File: config.mk
export PLATFORM = sky130hd
export DESIGN_NAME = t2c_move_executor_flat
export DESIGN_NICKNAME = d
export VERILOG_FILES = /design/src/rtl/t2c_move_executor_if.sv /design/src/rtl/t2c_move_executor.sv /design/src/flat_wrapper.sv
export SDC_FILE = /design/constraint.sdc
export NUM_CORES = 1
export LEC_CHECK = 0
export ABC_AREA = 1
export CORE_MARGIN = 2
export CORE_UTILIZATION = 45
export DETAILED_ROUTE_END_ITERATION = 10
export HOLD_SLACK_MARGIN = 0.03
export PLACE_DENSITY = 0.7
export REMOVE_ABC_BUFFERS = 1
export SLEW_MARGIN = 10
export SYNTH_ARGS = -nofsm -noshare
export SYNTH_HDL_FRONTEND = slang
export SYNTH_SLANG_ARGS = --single-unit
File: constraint.sdc
create_clock -name clk -period 2.3 [get_ports clk]
set_clock_uncertainty 0.1 [all_clocks]
set_input_delay 0.23 -clock clk [delete_from_list [all_inputs] [get_ports clk]]
set_output_delay 0.23 -clock clk [all_outputs]
set_load 0.005 [all_outputs]
File: src/rtl/t2c_move_executor_if.sv
// rtl/t2c_move_executor_if.sv - move command handshake between explorer and executor
interface t2c_move_executor_if;
  logic [2:0] cmd;
  logic       cmd_valid;
  logic       cmd_ready;

  modport master (
    output cmd,
    output cmd_valid,
    input  cmd_ready
  );

  modport slave (
    input  cmd,
    input  cmd_valid,
    output cmd_ready
  );
endinterface

File: src/rtl/t2c_move_executor.sv
// rtl/t2c_move_executor.sv - sequences differential-drive motors for one move and tracks pose
module t2c_move_executor #(
  parameter int FWD_CYCLES   = 8,
  parameter int TURN_CYCLES  = 4,
  parameter int UTURN_CYCLES = 8,
  parameter int START_X      = 4,
  parameter int START_Y      = 8
) (
  input  logic                    clk,
  input  logic                    rst_n,
  t2c_move_executor_if.slave      cmd_if,
  output logic                    mot_l_en,
  output logic                    mot_l_fwd,
  output logic                    mot_r_en,
  output logic                    mot_r_fwd,
  output logic                    done,
  output logic [1:0]              heading,
  output logic [3:0]              x_pos,
  output logic [3:0]              y_pos,
  output logic                    at_exit,
  output logic                    err
);

  localparam logic [7:0] FWD_LEN   = 8'(FWD_CYCLES);
  localparam logic [7:0] TURN_LEN  = 8'(TURN_CYCLES);
  localparam logic [7:0] UTURN_LEN = 8'(UTURN_CYCLES);
  localparam logic [3:0] X_INIT    = 4'(START_X);
  localparam logic [3:0] Y_INIT    = 4'(START_Y);
  localparam logic [3:0] GRID_MAX  = 4'd8;
  localparam logic [3:0] EXIT_X    = 4'd4;

  typedef enum logic [1:0] {S_IDLE, S_TURN, S_DRIVE, S_DONE} state_t;
  typedef enum logic [1:0] {TK_LEFT, TK_RIGHT, TK_UTURN} turn_t;

  state_t     state_q, state_d;
  turn_t      turn_q, turn_d;
  logic [7:0] counter_q, counter_d;
  logic [1:0] heading_q, heading_d;
  logic [3:0] x_q, x_d;
  logic [3:0] y_q, y_d;
  logic       exit_q, exit_d;
  logic       err_q, err_d;

  // Outputs are computed from the next state and registered alongside it.
  logic       ready_q, ready_d;
  logic       done_q, done_d;
  logic [3:0] mot_q, mot_d;

  always_ff @(posedge clk) begin
    if (!rst_n) begin
      state_q   <= S_IDLE;
      turn_q    <= TK_LEFT;
      counter_q <= 8'd0;
      heading_q <= 2'd0;
      x_q       <= X_INIT;
      y_q       <= Y_INIT;
      exit_q    <= 1'b0;
      err_q     <= 1'b0;
      ready_q   <= 1'b1;
      done_q    <= 1'b0;
      mot_q     <= 4'b0000;
    end else begin
      state_q   <= state_d;
      turn_q    <= turn_d;
      counter_q <= counter_d;
      heading_q <= heading_d;
      x_q       <= x_d;
      y_q       <= y_d;
      exit_q    <= exit_d;
      err_q     <= err_d;
      ready_q   <= ready_d;
      done_q    <= done_d;
      mot_q     <= mot_d;
    end
  end

  always_comb begin
    state_d   = state_q;
    turn_d    = turn_q;
    counter_d = counter_q;
    heading_d = heading_q;
    x_d       = x_q;
    y_d       = y_q;
    exit_d    = exit_q;
    err_d     = err_q;
    case (state_q)
      S_IDLE: begin
        if (cmd_if.cmd_valid) begin
          case (cmd_if.cmd)
            3'd0: state_d = S_DONE;
            3'd1: begin
              state_d   = S_DRIVE;
              counter_d = FWD_LEN;
            end
            3'd2: begin
              state_d   = S_TURN;
              counter_d = TURN_LEN;
              turn_d    = TK_LEFT;
            end
            3'd3: begin
              state_d   = S_TURN;
              counter_d = TURN_LEN;
              turn_d    = TK_RIGHT;
            end
            3'd4: begin
              state_d   = S_TURN;
              counter_d = UTURN_LEN;
              turn_d    = TK_UTURN;
            end
            default: begin
              state_d = S_DONE;
              err_d   = 1'b1;
            end
          endcase
        end
      end
      S_TURN: begin
        if (counter_q == 8'd1) begin
          state_d   = S_DRIVE;
          counter_d = FWD_LEN;
          case (turn_q)
            TK_LEFT:  heading_d = heading_q - 2'd1;
            TK_RIGHT: heading_d = heading_q + 2'd1;
            default:  heading_d = heading_q + 2'd2;
          endcase
        end else begin
          counter_d = counter_q - 8'd1;
        end
      end
      S_DRIVE: begin
        if (counter_q == 8'd1) begin
          state_d   = S_DONE;
          counter_d = 8'd0;
          // Off-grid checks happen before any arithmetic so nothing wraps.
          case (heading_q)
            2'd0: begin
              if (y_q == 4'd0) begin
                if (x_q == EXIT_X) exit_d = 1'b1;
                else               err_d  = 1'b1;
              end else begin
                y_d = y_q - 4'd1;
              end
            end
            2'd1: begin
              if (x_q >= GRID_MAX) err_d = 1'b1;
              else                 x_d   = x_q + 4'd1;
            end
            2'd2: begin
              if (y_q >= GRID_MAX) err_d = 1'b1;
              else                 y_d   = y_q + 4'd1;
            end
            default: begin
              if (x_q == 4'd0) err_d = 1'b1;
              else             x_d   = x_q - 4'd1;
            end
          endcase
        end else begin
          counter_d = counter_q - 8'd1;
        end
      end
      S_DONE:  state_d = S_IDLE;
      default: state_d = S_IDLE;
    endcase
  end

  // Motor vector is {l_en, l_fwd, r_en, r_fwd}.
  always_comb begin
    ready_d = (state_d == S_IDLE);
    done_d  = (state_d == S_DONE);
    mot_d   = 4'b0000;
    case (state_d)
      S_TURN:  mot_d = (turn_d == TK_LEFT) ? 4'b1011 : 4'b1110;
      S_DRIVE: mot_d = 4'b1111;
      default: mot_d = 4'b0000;
    endcase
  end

  assign cmd_if.cmd_ready = ready_q;
  assign done             = done_q;
  assign mot_l_en         = mot_q[3];
  assign mot_l_fwd        = mot_q[2];
  assign mot_r_en         = mot_q[1];
  assign mot_r_fwd        = mot_q[0];
  assign heading          = heading_q;
  assign x_pos            = x_q;
  assign y_pos            = y_q;
  assign at_exit          = exit_q;
  assign err              = err_q;

endmodule
File: src/flat_wrapper.sv
// flat-port wrapper written by rule: the top's interface ports become plain ports
module t2c_move_executor_flat 
#(
  parameter int FWD_CYCLES   = 8,
  parameter int TURN_CYCLES  = 4,
  parameter int UTURN_CYCLES = 8,
  parameter int START_X      = 4,
  parameter int START_Y      = 8
)
  (clk, rst_n, mot_l_en, mot_l_fwd, mot_r_en, mot_r_fwd, done, heading, x_pos, y_pos, at_exit, err, cmd_if_cmd, cmd_if_cmd_valid, cmd_if_cmd_ready);
  t2c_move_executor_if cmd_if_i ();
  input  logic clk;
  input  logic rst_n;
  output logic mot_l_en;
  output logic mot_l_fwd;
  output logic mot_r_en;
  output logic mot_r_fwd;
  output logic done;
  output logic [1:0] heading;
  output logic [3:0] x_pos;
  output logic [3:0] y_pos;
  output logic at_exit;
  output logic err;
  input wire logic [$bits(cmd_if_i.cmd)-1:0] cmd_if_cmd;
  input wire logic [$bits(cmd_if_i.cmd_valid)-1:0] cmd_if_cmd_valid;
  output wire logic [$bits(cmd_if_i.cmd_ready)-1:0] cmd_if_cmd_ready;
  assign cmd_if_i.cmd = cmd_if_cmd;
  assign cmd_if_i.cmd_valid = cmd_if_cmd_valid;
  assign cmd_if_cmd_ready = cmd_if_i.cmd_ready;
  t2c_move_executor #(.FWD_CYCLES(FWD_CYCLES), .TURN_CYCLES(TURN_CYCLES), .UTURN_CYCLES(UTURN_CYCLES), .START_X(START_X), .START_Y(START_Y)) u_core (.clk(clk), .rst_n(rst_n), .cmd_if(cmd_if_i), .mot_l_en(mot_l_en), .mot_l_fwd(mot_l_fwd), .mot_r_en(mot_r_en), .mot_r_fwd(mot_r_fwd), .done(done), .heading(heading), .x_pos(x_pos), .y_pos(y_pos), .at_exit(at_exit), .err(err));
endmodule
# == After elaboration in Yosys (flattened, before gate mapping) ==
# Index checks and enable logic that the tools add are counted.
# word_totals
regBits,30
latchBits,0
ramBits,0
rom_bits,0
in_bits,6
word_cells,104
n_memories,0
# classes
add_sub_neg,8
n_mul,0
div_mod_pow,0
magnitude_cmp,2
n_eq_ne,28
shifts,0
mux,32
n_bitwise,1
reduce_logical,22
# ops
operator,count
$mux 8,3
$pmux 4 s2,3
$pmux 8 s3,1
$mux 4,4
$pmux 8 s2,1
$reduce_and 5->1,3
$ne 2x2->1 const B,6
$eq 2x2->1 const B,5
$logic_not 2->1,5
$mux 2,5
$ne 3x2->1 const B,3
$reduce_and 9->1,1
$add 4x1->4 const B,2
$eq 2x1->1 const B,4
$eq 8x1->1 const B,1
$ge 4x4->1 const B,2
$logic_not 4->1,2
$mux 1,8
$pmux 2 s2,2
$pmux 2 s4,1
$sub 4x1->4 const B,2
$sub 8x1->8 const B,1
$eq 3x2->1 const B,2
$ne 3x3->1 const B,2
21 further kinds,24

# == Longest topological paths before layout ==
# Gate-level depths: netlist of run 1.
# logic_depth
word_depth,7
mapped_depth,13
mapped_depth_nobuf,13

# == Worst setup path after synthesis of run 1 ==
# OpenSTA, ideal clock, no wires.
# synth_path
path_type,register -> register
startpoint,register u_core.state_q[0]
endpoint,register u_core.mot_q[0]
setup_time_ns,0.070
t_arrival_ns,1.983
required_time_ns,2.130
setup_slack_ns,0.147
path_stages_with_launch,14
n_path_buf,1
period_less_slack_ns,2.153
cell_sequence,dfxtp_1 -> inv_1 -> ha_1 -> clkbuf_1 -> nor2_1 -> inv_1 -> nand3_1 -> o21ai_0 -> a21oi_2 -> inv_1 -> ha_1 -> nor2_1 -> inv_1 -> a21oi_1
# synth_lines
element,line,source
start: declaration,t2c_move_executor.sv:35,"state_t state_q, state_d;"
start signal: assignment,t2c_move_executor.sv:63,state_q <= state_d;
"$eq 2x2->1, or another cell as far along",t2c_move_executor.sv:86,case (state_q)
$pmux 2 s4 *,t2c_move_executor.sv:86,
net u_core.state_d[0],t2c_move_executor.sv:35,
$eq 2x2->1 or $eq 2x1->1 (tied branches),t2c_move_executor.sv:171,case (state_d)
$pmux 4 s2 *,t2c_move_executor.sv:171,
end signal: assignment,t2c_move_executor.sv:73,mot_q <= mot_d;
end: declaration,t2c_move_executor.sv:47,"logic [3:0] mot_q, mot_d;"
# Mark *: on every way through the listed nets, which the timed path passes. The rest lies on a longest branch.
# A chain may end at the register's enable or synchronous reset.

# == Worst setup path after layout of run 1 ==
# layout_path
startpoint,register u_core.counter_q[1]
endpoint,register u_core.ready_q (netlist: u_core.cmd_if.cmd_ready)
# layout_between
elab_chain_len,4
# layout_rtl
element,line,source
start: declaration,t2c_move_executor.sv:37,"logic [7:0] counter_q, counter_d;"
start signal: assignment,t2c_move_executor.sv:65,counter_q <= counter_d;
$eq 8x1->1 *,"t2c_move_executor.sv:118, t2c_move_executor.sv:131",
"$mux 2, on equally long branches","t2c_move_executor.sv:131, t2c_move_executor.sv:118",
$pmux 2 s4 *,t2c_move_executor.sv:86,
$logic_not 2->1 *,t2c_move_executor.sv:168,ready_d = (state_d == S_IDLE);
net u_core.ready_d,t2c_move_executor.sv:45,"logic ready_q, ready_d;"
end signal: assignment,t2c_move_executor.sv:71,ready_q <= ready_d;
end: declaration,t2c_move_executor.sv:45,
# Marked as above.

==> reports/qor.csv, run 1 <==
metric,value,unit
"Seq/Total Area, Yosys",30.7,%
I/O Pins,24,
global placement routability congestion,0.864,
Tot GR Track Use,19.6,%
CTS tree,yes,
P per Cell Area,706,nW/um^2
Layout area overhead,25.0,%
top post-synthesis cells by area,"dfxtp_1, ha_1, nand2_1, inv_1, nor2_1",
largest area contributor in the netlist,dfxtp_1,
most instantiated cells after synthesis,"nand2_1, inv_1, nor2_1, dfxtp_1, a21oi_1",
share of layout cells above drive strength 1,11.0,%
critical path's top delay family,simple AND/OR/NAND/NOR gates,
core area,4030,um^2
Final Worst Setup Slack,0.137,ns
Util after Layout,58.7,%
Final Net Count,335,
post-route ant nets,0,
Routed WL per cell,11.6,um
Fill cells,380,
# diodes,0,
antenna violations before repair,0,
Pins Over Slew Limit,0,
initial DRC count,129,
Final Hold Fails,0,
"Primary FF master, synth",dfxtp_1,
top-area cell type share of the netlist area,30.7,%
Pre-Repair DR Iteration Count,7,
port buffer count,23,
"Cell Area, Synth",1890,um^2
routed vias,1793,
cell breakdown of the critical path,"inv_1, ha_1, nand3_1, inv_1, nand2_2, nand3_1, o21ai_1, a21oi_2, buf_4, buf_4, ha_1, or2_2",
Pleak,1.08,nW
initial cell density of the core,47.0,%
status,completed,
Clock Latency Late Sink,0.29,ns
DRT Wirelength,4.19,mm
vias per inst,4.98,
CTS Hold Buffers Added,0,
Crit path required time,2.37,ns
global-route wire length before repair,6.91,mm
Crit. End Element,register,
WS Path Type,register to register,
Inserted Clock Buffers,5,
Post-synth EDFFs,0,
Ys Warns,0,
Worst Path Buf+Inv,4,
f_max,0.462,GHz
final worst path period share,94.0,%
Die Height,68.9,um
Clock Pin Slew Worst Setup and Hold Paths,0.07,ns
async set-reset flop share out of synthesis,0,%
clock sink count,29,
Final setup viols,0,
CP peak stage delay,0.34,ns
H-tree depth,2,
"FF+latch count, synth",29,
Slew HR,76.5,%
Worst Path Arrival,2.24,ns
Residual DRC,0,
clk root buf,clkbuf_8,
Synth Area per Inst,6.88,um^2
Startpoint Class,register,
Rows,23,
Max-cap violations,0,
Slew @ Worst Pin,0.351,ns
Hold Crit Class,register to register,
die footprint,4740,um^2
Syn Inst Count,275,
"count leader, synth",nand2_1,
VDD IR-drop max,0.451,mV
dpl ws,0.0539,ns
Critical-path top delay cell,dfxtp_1,
Netlist cell types,33,
maximum fanout along the worst path,6,
vias in the first global route,1619,
DP Wirelength,3.15,mm
DIE WIDTH,68.9,um
min cycle time layout,2.16,ns
clock tree buffer depth,2,
Overflow after GRT,0,
largest net degree at the start of global routing,14,
[cells by family (layout without fill, tap and decap cells)]
logic type | after synthesis | in the layout | synth area share, %
and+or+nand+nor | 129 | 129 | 29.3
xor gates and xnor gates | 6 | 6 | 2.78
buffers and inverters | 47 | 82 | 9.91
AOI/OAI and AO/OA | 44 | 44 | 13.4
DFF | 29 | 29 | 30.7
adders and majority gates | 20 | 20 | 14.0
[area by class of cell]
type                       count  area [um^2]  share of cell area [%]
clock buffer                   5         68.8                    2.91
multi-input combinational    199         1130                    47.8
timing repair buffer          31          290                    12.3
sequential                    29          588                    24.9
inverter                      43          161                    6.82
clock inverter                 3         65.1                    2.75
tap                           50         62.6                    2.64
[per-stage QoR]
stage,total power [mW],setup TNS (ns),instances,instance area [um^2],hold slack (ns)
6_report,1.67,0,360,2370,0.369
5_1_grt,1.78,-0.0103,360,2370,0.401
4_1_cts,1.66,0,356,2320,0.372
3_5_place_dp,1.02,0,348,2190,0.357
3_3_place_gp,1.01,0,348,2190,0.347
2_1_floorplan,0.888,0,271,1870,0.215
[state kept, by name (all words and copies together) (netlist names)]
signal                   flops
u_core.turn_q                2
u_core.x_pos                 4
u_core.state_q               2
u_core.heading               2
u_core.mot_q                 3
u_core.at_exit               1
u_core.counter_q             8
u_core.cmd_if.cmd_ready      1
u_core.done                  1
u_core.y_pos                 4
u_core.err                   1
[worst reg2reg max path, stage by stage (launching register included)]
cell	delay, ns
dfxtp_1	0.34
inv_1	0.08
ha_1	0.17
nand3_1	0.14
inv_1	0.07
nand2_2	0.14
nand3_1	0.08
o21ai_1	0.11
a21oi_2	0.09
buf_4	0.13
buf_4	0.13
ha_1	0.19
or2_2	0.28
[report_power, final]
group	internal, mW	switching [mW]	total, mW
clock network	0.430	0.209	0.639
registers	0.544	0.0339	0.578
logic	0.190	0.265	0.455
total	1.16	0.507	1.67
[worst paths after layout]
| check | start | endpoint | slack [ns] | cells past startpoint |
|---|---|---|---|---|
| max reg2reg | u_core.counter_q[1]$_SDFFE_PN0P_ | u_core.cmd_if.cmd_ready$_SDFF_PN1_ | 0.14 | 12 |
| min | u_core.at_exit$_SDFFE_PN0P_ | u_core.at_exit$_SDFFE_PN0P_ | 0.37 | 1 |
| min reg2reg | u_core.at_exit$_SDFFE_PN0P_ | u_core.at_exit$_SDFFE_PN0P_ | 0.37 | 1 |
| max | u_core.counter_q[1]$_SDFFE_PN0P_ | u_core.cmd_if.cmd_ready$_SDFF_PN1_ | 0.14 | 12 |
[metal layers]
layer	vias up	track usage (%)	share of wire, %
met5	-	0	0
met4	0	9.07	1.6
met3	7	4.06	4.8
met2	40	32.1	47
met1	800	24.8	46
li1	946	-	-
[what timing repair did]
item / 4_1_cts / 5_1_grt
setup endpoints to repair: 0 / 3
hold endpoints to repair: 0 / 0
buffers inserted: 0 / 4
resized for setup: 0 / 7
[cells in the final DEF (no fill, tap or decap), drive strengths merged, types with 3 or more instances in the layout]
master	instances
clkdlybuf4s50	23
xor2	5
dfxtp	29
buf	8
nand2	59
clkbuf	5
ha	18
nand4	3
nand3	18
nor3	6
inv	42
a21oi	20
o21ai	18
nor2	41
(Power assumes the default switching activity.)
==> run 2, diff against run 1 <==
--- a/config.mk
+++ b/config.mk
@@ -16,3 +16,4 @@
 export SYNTH_ARGS = -nofsm -noshare
 export SYNTH_HDL_FRONTEND = slang
 export SYNTH_SLANG_ARGS = --single-unit
+export TNS_END_PERCENT = 1
==> constraint.sdc (replaced) <==
create_clock -name clk -period 2.3 [get_ports clk]
set_clock_uncertainty 0.1 [all_clocks]
set_input_delay 0.23 -clock clk [delete_from_list [all_inputs] [get_ports clk]]
set_output_delay 0.23 -clock clk [all_outputs]
set_load 0.01 [all_outputs]
==> results of run 2 <==
The final DEF is identical to that of run 1. Status: completed.
Among the figures that moved: total power 1.67 mW -> 1.68 mW
==> run 3, diff against run 2 <==
--- a/config.mk
+++ b/config.mk
@@ -6,7 +6,6 @@
 export NUM_CORES = 1
 export LEC_CHECK = 0
 export ABC_AREA = 1
-export CORE_MARGIN = 2
 export CORE_UTILIZATION = 45
 export DETAILED_ROUTE_END_ITERATION = 10
 export HOLD_SLACK_MARGIN = 0.03
==> run 3 against run 2 <==
  * Critical path type unchanged
  * Clock-buffer cell count rose by 1
  * Design area shrank 3.8%
  * Register-to-register slack better by 0.05 ns
  * Critical path depth is 1 higher
  * Sequential power barely moved
  * Worst setup slack better by 0.046 ns
  * Utilization is 2.2 points lower
==> reports/qor.csv, run 3 (synthesis gave the netlist of run 1 again) <==
metric,value,unit,change
I/O Pins,24,,unchanged
Slew HR,79.4,%,+2.9 points
GRT met1 Usage,23.9,%,-0.84 points
clock tree buffer depth,2,,unchanged
CTS tree,yes,,
Hold Crit Class,register to register,,
Worst Path Arrival,2.25,ns,about the same
WS Path Type,register to register,,
H-tree depth,2,,unchanged
global-route wire length before repair,6.83,mm,-1.2%
DP Wirelength,3.11,mm,-1.4%
Rows,23,,unchanged
worst hold margin,0.371,ns,+0.00152 ns
initial cell density of the core,47.0,%,unchanged
Max-cap violations,0,,unchanged
clk root buf,clkbuf_8,,
vias per inst,4.94,,-0.85%
Die Height,66.9,um,-2.9%
Routed WL per cell,11.2,um,-3.5%
status,completed,,
die footprint,4470,um^2,-5.7%
Clock Pin Slew Worst Setup and Hold Paths,0.07,ns,about the same
Crit. End Element,register,,
final worst path period share,92.0,%,-2.0 points
clock sink count,29,,unchanged
most frequent cells in the layout,"nand2_1, inv_1, nor2_1",,
f_max,0.472,GHz,+2.2%
cell breakdown of the critical path,"inv_1, ha_1, nand3_1, nor2_4, nand2_1, nand2_1, nand2_1, nand2_1, inv_1, ha_1, nor2_1, inv_1, a21oi_1",,
Critical-path top delay cell,dfxtp_1,,
Biggest register,u_core.counter_q,,
critical path's top delay family,simple AND/OR/NAND/NOR gates,,
routed vias,1758,,-2.0%
min cycle time layout,2.12,ns,-0.0463 ns
vias in the first global route,1644,,+1.5%
M2 GR Usage,35.6,%,+3.5 points
Worst Path Buf+Inv,3,,-1
Overflow after GRT,0,,unchanged
RSZ-0062 raised after global routing,false,,
antenna violations before repair,0,,unchanged
Crit path required time,2.43,ns,+0.06 ns
Pins Over Slew Limit,0,,unchanged
post-route ant nets,0,,unchanged
DIE WIDTH,66.9,um,-2.9%
Largest register FFs,8,,unchanged
VDD IR-drop max,0.340,mV,
DRT Wirelength,4.00,mm,-4.6%
share of layout cells above drive strength 1,9.15,%,-1.8 points
initial DRC count,111,,-14%
CP peak stage delay,0.31,ns,-0.03 ns
Tot GR Track Use,20.8,%,+1.1 points
Pleak,1.04,nW,-4.0%
Residual DRC,0,,unchanged
Layout area overhead,20.3,%,
Final setup viols,0,,unchanged
Final Worst Setup Slack,0.183,ns,+0.0463 ns
core area,4030,um^2,unchanged
Slew @ Worst Pin,0.307,ns,-0.0439 ns
P per Cell Area,633,nW/um^2,
"commonest non-fill, non-tap cell in the layout",nand2_1,,
Final Hold Fails,0,,unchanged
maximum fanout along the worst path,7,,+1
Startpoint Class,register,,
dpl ws,0.137,ns,+0.0827 ns
port buffer count,23,,unchanged
largest net degree at the start of global routing,14,,unchanged
global placement routability congestion,0.819,,-5.3%
# diodes,0,,unchanged
Clock Latency Late Sink,0.29,ns,about the same
Pre-Repair DR Iteration Count,4,,-3
Final Net Count,331,,-1.2%
setup TNS,0,ns,unchanged
GR Layer Usage met3,5.65,%,+1.6 points
Inserted Clock Buffers,5,,unchanged
busiest grt layer,met2,,
cell mode on critical path,nand2_1,,
==> run 3: worst paths after layout <==
check                                        start                     endpoint  slack (ns)  depth (start not counted)
hold reg to reg        u_core.at_exit$_SDFFE_PN0P_  u_core.at_exit$_SDFFE_PN0P_        0.37                          1
hold / removal         u_core.at_exit$_SDFFE_PN0P_  u_core.at_exit$_SDFFE_PN0P_        0.37                          1
setup reg to reg  u_core.counter_q[1]$_SDFFE_PN0P_   u_core.mot_q[0]$_SDFF_PN0_        0.18                         13
setup / recovery  u_core.counter_q[1]$_SDFFE_PN0P_   u_core.mot_q[0]$_SDFF_PN0_        0.18                         13
==> run 3: what timing repair did <==
action,CTS,global route
setup endpoints to repair,0,2
hold buffers,0,0
setup buffers,0,0
gates resized for setup,0,3
==> run 3: area by class of cell <==
class,count,area (um^2)
fillers,412,1750
clock inverters,2,10.0
repair buffers,27,260
clock buffers,6,72.6
multi-input cells,199,1130
inverters,43,161
well taps,50,62.6
flip-flops and latches,29,583
==> run 3: per-layer routing <==
layer  vias up  wire (um)
met5         -          0
met4         0         72
met3         5        132
met2        27       1860
met1       790       1930
li1        936          -
==> run 3: worst register-to-register path: cells and delay by family (launching register included) <==
| kind | cells | cell delay, ns |
|---|---|---|
| AO/OA/AOI/OAI | 1 | 0.10 |
| adder cells (fa/ha/maj) | 2 | 0.42 |
| buffers and inverters | 3 | 0.25 |
| flip-flops | 1 | 0.31 |
| AND/OR/NAND/NOR | 7 | 0.86 |
==> run 3: report_power, final <==
group          internal, mW  switching (mW)  leakage, nW  total [mW]
Combinational         0.175           0.266        0.754       0.441
Sequential            0.544          0.0320        0.237       0.576
Clock                 0.209           0.214       0.0450       0.423
Total                 0.929           0.512         1.04        1.44
==> run 3: metrics by stage <==
| step | cells | total power [mW] | util (%) | instance area [um^2] |
|---|---|---|---|---|
| after floorplan | 271 | 0.895 | - | 1870 |
| after global placement | 348 | 1.02 | 54.3 | 2190 |
| after detailed placement | 348 | 1.03 | 54.3 | 2190 |
| after CTS | 356 | 1.44 | 56.4 | 2270 |
| after global routing | 356 | 1.54 | 56.5 | 2280 |
| final | 356 | 1.44 | 56.5 | 2280 |
